==> src/rtl/pwm_pkg.sv <==
// rtl/pwm_pkg.sv - shared PWM constants, capture FSM state type and level helper
// Purpose: constants common to the servo PWM generator and the capture block.
// Contents: pwm_state_e (IDLE/HIGH/LOW/STUCK), PWM_PERIOD_CYC, PWM_LEVEL_SHIFT,
//           PWM_TIMEOUT_CYC, pwm_sat_level().
package pwm_pkg;

    typedef enum logic [1:0] {
        IDLE  = 2'd0,
        HIGH  = 2'd1,
        LOW   = 2'd2,
        STUCK = 2'd3
    } pwm_state_e;

    localparam int PWM_PERIOD_CYC  = 1_000_001;
    localparam int PWM_LEVEL_SHIFT = 18;
    localparam int PWM_TIMEOUT_CYC = 2_000_000;

    // Clamp an already-shifted high time onto the 0-15 level scale.
    function automatic logic [3:0] pwm_sat_level(input logic [31:0] shifted);
        return (shifted > 32'd15) ? 4'd15 : shifted[3:0];
    endfunction

endpackage

==> src/rtl/pwm_sync_edge.sv <==
// rtl/pwm_sync_edge.sv - 2-flop synchronizer plus delay flop with edge strobes
// Ports:
//   clk, rst_n  : clock, asynchronous active-low reset
//   async_in    : asynchronous input line
//   sync        : synchronized level (second flop)
//   rise, fall  : one-cycle strobes derived from sync vs. its delayed copy
module pwm_sync_edge (
    input  logic clk,
    input  logic rst_n,
    input  logic async_in,
    output logic sync,
    output logic rise,
    output logic fall
);

    logic s1, s2, s3;

    always_ff @(posedge clk or negedge rst_n) begin
        if (!rst_n) begin
            s1 <= 1'b0;
            s2 <= 1'b0;
            s3 <= 1'b0;
        end else begin
            s1 <= async_in;
            s2 <= s1;
            s3 <= s2;
        end
    end

    assign sync = s2;
    assign rise = s2 & ~s3;
    assign fall = ~s2 & s3;

endmodule

==> src/rtl/pwm_capture.sv <==
// rtl/pwm_capture.sv - measures period and high time of an external PWM line
// Ports:
//   clk, rst_n    : clock, asynchronous active-low reset
//   pwm_in        : asynchronous PWM line
//   period_o      : last complete period (rising to rising) in cycles
//   high_o        : high time of that period in cycles
//   level_o       : min(high_o >> LEVEL_SHIFT, 15)
//   meas_valid_o  : one-cycle pulse when period_o/high_o/level_o update
//   stuck_o       : no rising edge for TIMEOUT_CYC cycles
//   pwm_sync_o    : synchronized pwm_in level
module pwm_capture
    import pwm_pkg::*;
#(
    parameter int CNT_W       = 21,
    parameter int TIMEOUT_CYC = PWM_TIMEOUT_CYC,
    parameter int LEVEL_SHIFT = PWM_LEVEL_SHIFT
) (
    input  logic             clk,
    input  logic             rst_n,
    input  logic             pwm_in,
    output logic [CNT_W-1:0] period_o,
    output logic [CNT_W-1:0] high_o,
    output logic [3:0]       level_o,
    output logic             meas_valid_o,
    output logic             stuck_o,
    output logic             pwm_sync_o
);

    localparam logic [CNT_W-1:0] TIMEOUT_V = CNT_W'(TIMEOUT_CYC);

    logic             rise, fall;
    logic [CNT_W-1:0] p_cnt;
    logic [CNT_W-1:0] high_tmp;
    logic             timeout;
    logic             latch_high;
    logic             capture;
    pwm_state_e       state, state_nxt;

    pwm_sync_edge u_sync (
        .clk      (clk),
        .rst_n    (rst_n),
        .async_in (pwm_in),
        .sync     (pwm_sync_o),
        .rise     (rise),
        .fall     (fall)
    );

    // A rise in the saturation cycle wins: it is a valid period of TIMEOUT_CYC.
    assign timeout = (p_cnt == TIMEOUT_V) && !rise;

    // Counts cycles since the last rise; holds at TIMEOUT_CYC so it doubles as the stuck detector.
    always_ff @(posedge clk or negedge rst_n) begin
        if (!rst_n) begin
            p_cnt <= '0;
        end else if (rise) begin
            p_cnt <= CNT_W'(1);
        end else if (p_cnt != TIMEOUT_V) begin
            p_cnt <= p_cnt + CNT_W'(1);
        end
    end

    always_ff @(posedge clk or negedge rst_n) begin
        if (!rst_n) begin
            state <= IDLE;
        end else begin
            state <= state_nxt;
        end
    end

    always_comb begin
        state_nxt = state;
        case (state)
            IDLE: begin
                if (rise)         state_nxt = HIGH;
                else if (timeout) state_nxt = STUCK;
            end
            HIGH: begin
                if (fall)         state_nxt = LOW;
                else if (timeout) state_nxt = STUCK;
            end
            LOW: begin
                if (rise)         state_nxt = HIGH;
                else if (timeout) state_nxt = STUCK;
            end
            STUCK: begin
                if (rise)         state_nxt = HIGH;
                else if (fall)    state_nxt = IDLE;
            end
            default:              state_nxt = IDLE;
        endcase
    end

    always_comb begin
        stuck_o    = (state == STUCK);
        latch_high = (state == HIGH) && fall;
        capture    = (state == LOW) && rise;
    end

    always_ff @(posedge clk or negedge rst_n) begin
        if (!rst_n) begin
            high_tmp     <= '0;
            period_o     <= '0;
            high_o       <= '0;
            level_o      <= '0;
            meas_valid_o <= 1'b0;
        end else begin
            meas_valid_o <= capture;
            if (latch_high) begin
                high_tmp <= p_cnt;
            end
            if (capture) begin
                period_o <= p_cnt;
                high_o   <= high_tmp;
                level_o  <= pwm_sat_level(32'(high_tmp >> LEVEL_SHIFT));
            end
        end
    end

endmodule

==> config.mk <==
export PLATFORM = sky130hd
export DESIGN_NAME = pwm_capture
export DESIGN_NICKNAME = d
export VERILOG_FILES = /design/src/rtl/pwm_pkg.sv /design/src/rtl/pwm_sync_edge.sv /design/src/rtl/pwm_capture.sv
export SDC_FILE = /design/constraint.sdc
export NUM_CORES = 1
export LEC_CHECK = 0
export BUFFER_PORTS_ARGS = -buffer_cell sky130_fd_sc_hd__buf_4
export CAP_MARGIN = 20
export CORE_MARGIN = 5
export CORE_UTILIZATION = 57
export DETAILED_ROUTE_END_ITERATION = 16
export GPL_ROUTABILITY_DRIVEN = 0
export PLACE_DENSITY_LB_ADDON = 0.12
export SLEW_MARGIN = 20
export SYNTH_ARGS = -nofsm -noshare
export SYNTH_HDL_FRONTEND = slang
export SYNTH_SLANG_ARGS = --single-unit
==> constraint.sdc <==
create_clock -name clk -period 2.1 [get_ports clk]
set_clock_uncertainty 0.05 [all_clocks]
set_input_delay 0.315 -clock clk [delete_from_list [all_inputs] [get_ports clk]]
set_output_delay 0.315 -clock clk [all_outputs]
set_load 0.05 [all_outputs]
==> results of run 1 <==
cells by family after synthesis:
| group | after synthesis | share of synthesized area, % |
|---|---|---|
| compound gates | 21 | 3.52 |
| buf+inv | 24 | 3.05 |
| other cells | 1 | 0.100 |
| fa+ha+maj | 2 | 0.670 |
| simple gates | 70 | 10.5 |
| mux | 65 | 19.5 |
| xor+xnor | 10 | 2.35 |
| flops | 90 | 60.3 |
stage by stage:
stage / utilization (%) / hold slack, ps / power, mW / instance area [um^2] / setup WS [ps]
2_1_floorplan: - / -30.6 / 2.51 / 3730 / 25.8
3_3_place_gp: 66.8 / 145 / 2.77 / 4240 / 278
3_5_place_dp: 66.8 / 148 / 2.79 / 4240 / 230
4_1_cts: 70.0 / 13.3 / 3.93 / 4440 / 215
5_1_grt: 70.0 / 11.0 / 4.07 / 4440 / 84.5
6_report: 70.0 / 27.0 / 3.90 / 4440 / 205
report_power, final:
part | switching (mW) | internal [mW]
Combinational | 0.486 | 0.282
Clock | 0.603 | 0.548
Sequential | 0.101 | 1.88
Total | 1.19 | 2.71
cells in the final DEF, fill, tap and decap left out, types with 3 or more instances in the layout:
cell type | Yosys | routed
a21oi_1 | 8 | 8
buf_4 | 4 | 63
nand4_1 | 3 | 3
xor2_1 | 3 | 3
nand2_1 | 11 | 11
nor3_1 | 6 | 6
nor2b_1 | 3 | 3
o21ai_0 | 5 | 5
dfrtp_1 | 90 | 90
xnor2_1 | 7 | 7
nand2b_1 | 3 | 3
mux2_2 | 61 | 61
and3_1 | 3 | 3
nor2_1 | 16 | 15
clkinv_2 | 0 | 3
nand3_1 | 8 | 8
clkbuf_8 | 0 | 9
inv_1 | 6 | 6
state kept, by name, summed over array words and instances, names as in the netlist:
signal and count:
high_o 20, high_tmp 21, u_sync.sync 1, period_o 21
u_sync.s1 1, p_cnt 21, meas_valid_o 1, level_o 1
state 2, u_sync.s3 1
final timing paths:
check	from	endpoint	slack, ps	depth (start not counted)
setup / recovery	p_cnt[7]$_DFFE_PN0N_	p_cnt[16]$_DFFE_PN0N_	200	4
hold reg to reg	u_sync.s1$_DFF_PN0_	u_sync.sync$_DFF_PN0_	330	0
min in group asynchronous	rst_n	high_tmp[3]$_DFFE_PN0P_	320	2
setup reg to reg	p_cnt[7]$_DFFE_PN0N_	p_cnt[16]$_DFFE_PN0N_	200	4
max in group asynchronous	rst_n	period_o[8]$_DFFE_PN0P_	1050	3
hold / removal	pwm_in	u_sync.s1$_DFF_PN0_	30	1
worst register-to-register path, stage by stage, from the launching register on:
cell	delay (ps)
dfrtp_1	490
nand4_2	190
or4_1	610
or3_1	360
a21oi_1	140
cell type report:
cell class / instances / area [um^2] / share of cell area [%]
Sequential cell: 90 / 2250 / 50.7
Multi-Input combinational cell: 169 / 1380 / 31.0
Timing Repair Buffer: 65 / 503 / 11.3
Clock buffer: 9 / 124 / 2.79
Clock inverter: 7 / 68.8 / 1.55
Tap cell: 77 / 96.3 / 2.17
Inverter: 6 / 22.5 / 0.507
metal layers:
| layer | wire length, um | vias to the layer above |
|---|---|---|
| li1 | - | 1101 |
| met1 | 2990 | 1152 |
| met2 | 3310 | 42 |
| met3 | 253 | 12 |
| met4 | 130 | 0 |
| met5 | 0 | - |
timing repair:
item,4_1_cts,5_1_grt
endpoints found under the hold margin,16,0
hold buffers,1,0
setup buffers,0,0
==> flow_summary.toml, run 1 <==
[setup_path]
path_max_fanout = 9
crit_chain = "nand4_2 -> or4_1 -> or3_1 -> a21oi_1"
path_buf_inv = 0
critical-path-top-delay-family = "simple AND/OR/NAND/NOR gates"
end_kind = "flip-flop"
critPathSlowestCell = "or4_1"
worst_ep_arrival_time_ps = 2130
cp-start-kind = "flip-flop"
slowest_delay_ps = 610
crit_type = "reg -> reg"
cp.required_ps = 2330

[logic_synthesis]
synth_cell_type_count = 41
synth_ff_type = "dfrtp_1"
synth_edf_count = 0
synth_area_um2 = 3730
synthTopCellsByArea = "dfrtp_1 (60%), mux2_2 (18%), xnor2_1 (1.6%)"
synth.cells.most_frequent = "dfrtp_1 (90), mux2_2 (61), nor2_1 (16), nand2_1 (11)"
yosysWarnings = 0
syn_inst = 283
synth_nets = 288
yosysSeqAreaShare_pct = 60.3
synth_top_area_share_pct = 60.3
ys_ff_latch = 90
async_reset_ff_share_pct = 100
synth.largest_area_cell = "dfrtp_1"
synth.avg_cell_area_um2 = 13.2
yosys.cell_count.top_type = "dfrtp_1"

[grt]
grt_max_degree = 46
grt_antenna_before_repair = 0
grt_busiest_layer = "met2"
globalRouteTotalUtil_pct = 17.3
met2_usage_pct = 28.4
first_global_vias = 2457
use_met3_pct = 3.31
grt_pass1_wl_mm = 11.7
met1_usage_pct = 22.2
overflow = 0

[detailed_routing]
vias_per_cell = 5.45
drt_iter0_markers = 86
wl_per_cell_um = 15.8
drc = 0
wirelength_mm = 6.68
vias = 2307
drtPass1Iterations = 4
ant_nets = 0

[floorplan]
dieHeight_um = 90.9
core_um2 = 6350
ios = 52
rows = 29
initial_core_util_pct = 58.8
dieWidth_um = 90.9
die-area_um2 = 8270

[clocking]
h-tree-depth = 3
clock_latency_ps = 350
path_clk_slew_ps = 90
root_buffer = "clkbuf_8"
cts_buffers = 9
cts.sinks = 90
post_cts_resized = 0
cts_buffer_depth = 2
cts_tree = "built"

[placed_design]
place_inst = 406
hpwl_mm = 4.70
port_buffers = 50

[timing]
rsz0062_at_grt = "no"
fmax_mhz = 528
tns_ps = 0
post-route-min-period_ps = 1900
worst_slew_pin_slew_ps = 483
fin_crit_sh_pct = 90.2
final_hold_viol_count = 0
maxSlewViolCount = 0
setup_viol = 0
relSlewSlack_pct = 67.3

[finish]
fillerInstances = 474
final_cells = 423
antennaDiodeCount = 0
syn_to_final_growth_pct = 19.0
drive_gt1_share_pct = 42.5
final_nets = 346

[run_status]
status = "finished clean"

[power]
power_density_nw_per_um2 = 877
leakage_nw = 2.23
ir_drop_uv = 685

[job]
max-cap-violations = 0

[hold_path]
holdCritPathClass = "in -> reg"
(Power assumes the default switching activity.)
==> run 2: changes to the inputs <==
--- a/config.mk
+++ b/config.mk
@@ -5,6 +5,7 @@
 export SDC_FILE = /design/constraint.sdc
 export NUM_CORES = 1
 export LEC_CHECK = 0
+export ABC_AREA = 1
 export BUFFER_PORTS_ARGS = -buffer_cell sky130_fd_sc_hd__buf_4
 export CAP_MARGIN = 20
 export CORE_MARGIN = 5
@@ -12,6 +13,7 @@
 export DETAILED_ROUTE_END_ITERATION = 16
 export GPL_ROUTABILITY_DRIVEN = 0
 export PLACE_DENSITY_LB_ADDON = 0.12
+export RECOVER_POWER = 100
 export SLEW_MARGIN = 20
 export SYNTH_ARGS = -nofsm -noshare
 export SYNTH_HDL_FRONTEND = slang
==> flow_summary.toml, run 2 <==
[grt]
first_global_vias = 2963
use_met3_pct = 3.82
met2_usage_pct = 32.1
grt_busiest_layer = "met2"
overflow = 0
grt_antenna_before_repair = 0
globalRouteTotalUtil_pct = 21.3
grt_max_degree = 44
met1_usage_pct = 30.3
grt_pass1_wl_mm = 14.4

[logic_synthesis]
yosysWarnings = 0
yosysSeqAreaShare_pct = 58.3
synth_top_area_share_pct = 58.3
yosys.cell_count.top_type = "nand2_1"
synth_cell_type_count = 26
syn_inst = 460
synth.largest_area_cell = "dfrtp_1"
synth_edf_count = 0
synth.cells.most_frequent = "nand2_1 (172), dfrtp_1 (90), nor2_1 (48), o21ai_0 (45), inv_1 (32)"
synth_nets = 465
async_reset_ff_share_pct = 100
synth_area_um2 = 3860
ys_ff_latch = 90
synth.avg_cell_area_um2 = 8.40
synthTopCellsByArea = "dfrtp_1 (58%), nand2_1 (17%), o21ai_0 (5.8%)"
synth_ff_type = "dfrtp_1"

[clocking]
cts_buffer_depth = 2
path_clk_slew_ps = 80
post_cts_resized = 0
cts_tree = "built"
clock_latency_ps = 360
h-tree-depth = 3
cts_buffers = 9
root_buffer = "clkbuf_8"
cts.sinks = 90

[power]
p_sw_share_pct = 32.4
ir_drop_uv = 466
intPower_mw = 2.64
power.total_mw = 3.90
leakage_nw = 2.11
power_frac_clock_pct = 31.3
power_density_nw_per_um2 = 906
p_seq_share_pct = 51.4
p_sw_mw = 1.26
comb_power_share_pct = 17.2

[timing]
worst_slew_pin_slew_ps = 702
maxSlewViolCount = 0
setup_viol = 0
holdWs_ps = 308
post-route-min-period_ps = 1800
fin_crit_sh_pct = 85.8
worst_slack_ps = 298
fmax_mhz = 555
final_hold_viol_count = 0
relSlewSlack_pct = 53.2
rsz0062_at_grt = "no"
tns_ps = 0

[detailed_routing]
vias_per_cell = 5.26
drt_iter0_markers = 215
vias = 3134
wirelength_mm = 8.32
drtPass1Iterations = 5
ant_nets = 0
wl_per_cell_um = 14.0
drc = 0

[finish]
final_common_cell = "nand2_1"
fin_util_pct = 64.5
final_nets = 516
fin_area_um2 = 4310
antennaDiodeCount = 0
seqCellArea_um2 = 2250
reg_top3 = "high_tmp x21, p_cnt x21, period_o x21"
final_cells = 596
drive_gt1_share_pct = 6.40
multi_input_area_um2 = 1360
mostFrequentLayoutCells = "nand2_1 (174), dfrtp_1 (90), nor2_1 (50)"
fillerInstances = 612
syn_to_final_growth_pct = 11.5

[floorplan]
rows = 30
dieWidth_um = 92.3
dieHeight_um = 92.3
initial_core_util_pct = 57.8
core_um2 = 6680
ios = 52
die-area_um2 = 8520

[job]
max-cap-violations = 0

[setup_path]
crit_chain = "inv_1 -> nor2_4 -> nand3_4 -> clkbuf_2 -> nand2_1 -> o21ai_0"
end_kind = "flip-flop"
critical-path-top-delay-family = "simple AND/OR/NAND/NOR gates"
worst_ep_arrival_time_ps = 1970
cp.required_ps = 2260
path_max_fanout = 35
critPathSlowestCell = "clkbuf_2"
crit_type = "reg -> reg"
slowest_delay_ps = 450
path_buf_inv = 2
cp-start-kind = "flip-flop"

[placed_design]
hpwl_mm = 5.98
place_area_um2 = 4300
port_buffers = 50
place_inst = 578
pre_cts_ws_ps = 414

[run_status]
status = "finished clean"

[hold_path]
holdCritPathClass = "reg -> reg"
run 2: cells by family after synthesis:
group | count (synthesis) | synth area share (%)
flip-flops | 90 | 58.3
AND/OR/NAND/NOR | 253 | 27.1
XOR/XNOR | 2 | 0.453
buffers and inverters | 55 | 5.93
AO/OA/AOI/OAI | 57 | 7.48
other | 1 | 0.0971
adder cells (fa/ha/maj) | 2 | 0.648
run 2: what timing repair did:
action                                 CTS  global route
endpoints found under the hold margin   24             1
setup buffers                            0             0
hold buffers                             1             1
run 2: layout make-up:
cell class              instances  share of cell area [%]
well taps                      80                    2.32
inverters                      38                    3.31
clock buffers                  11                    3.52
clock inverters                 5                    1.42
repair buffers                 57                    5.61
multi-input cells             315                    31.5
flip-flops and latches         90                    52.3
run 2: power by group through the flow:
stage | sequential [mW] | clock (mW) | combinational, mW
global route | 2.03 | 1.33 | 0.739
global placement | 2.04 | 0 | 0.735
CTS | 2.01 | 1.25 | 0.751
floorplan | 2.27 | 0 | 0.256
finish | 2.01 | 1.22 | 0.672
detailed placement | 2.04 | 0 | 0.747
run 2: layer usage:
layer / part of all wire [%] / vias to the layer above
met5: 0 / -
met4: 2.3 / 0
met3: 6.7 / 19
met2: 44 / 106
met1: 47 / 1479
li1: - / 1530
run 2: path summary, 6_finish.rpt:
kind	start	end	slack, ps	cells past startpoint
max	u_sync.sync$_DFF_PN0_	period_o[3]$_DFFE_PN0P_	300	6
min	u_sync.s1$_DFF_PN0_	u_sync.sync$_DFF_PN0_	310	0
max reg2reg	u_sync.sync$_DFF_PN0_	period_o[3]$_DFFE_PN0P_	300	6
min reg2reg	u_sync.s1$_DFF_PN0_	u_sync.sync$_DFF_PN0_	310	0
max in group asynchronous	rst_n	period_o[20]$_DFFE_PN0P_	430	3
min in group asynchronous	rst_n	high_o[7]$_DFFE_PN0P_	490	2
run 2: worst register-to-register path: cells and delay by family, from the launching register on:
family	cells	cell delay, ps
AO/OA/AOI/OAI	1	100
flip-flops	1	380
AND/OR/NAND/NOR	3	580
buffers and inverters	2	540
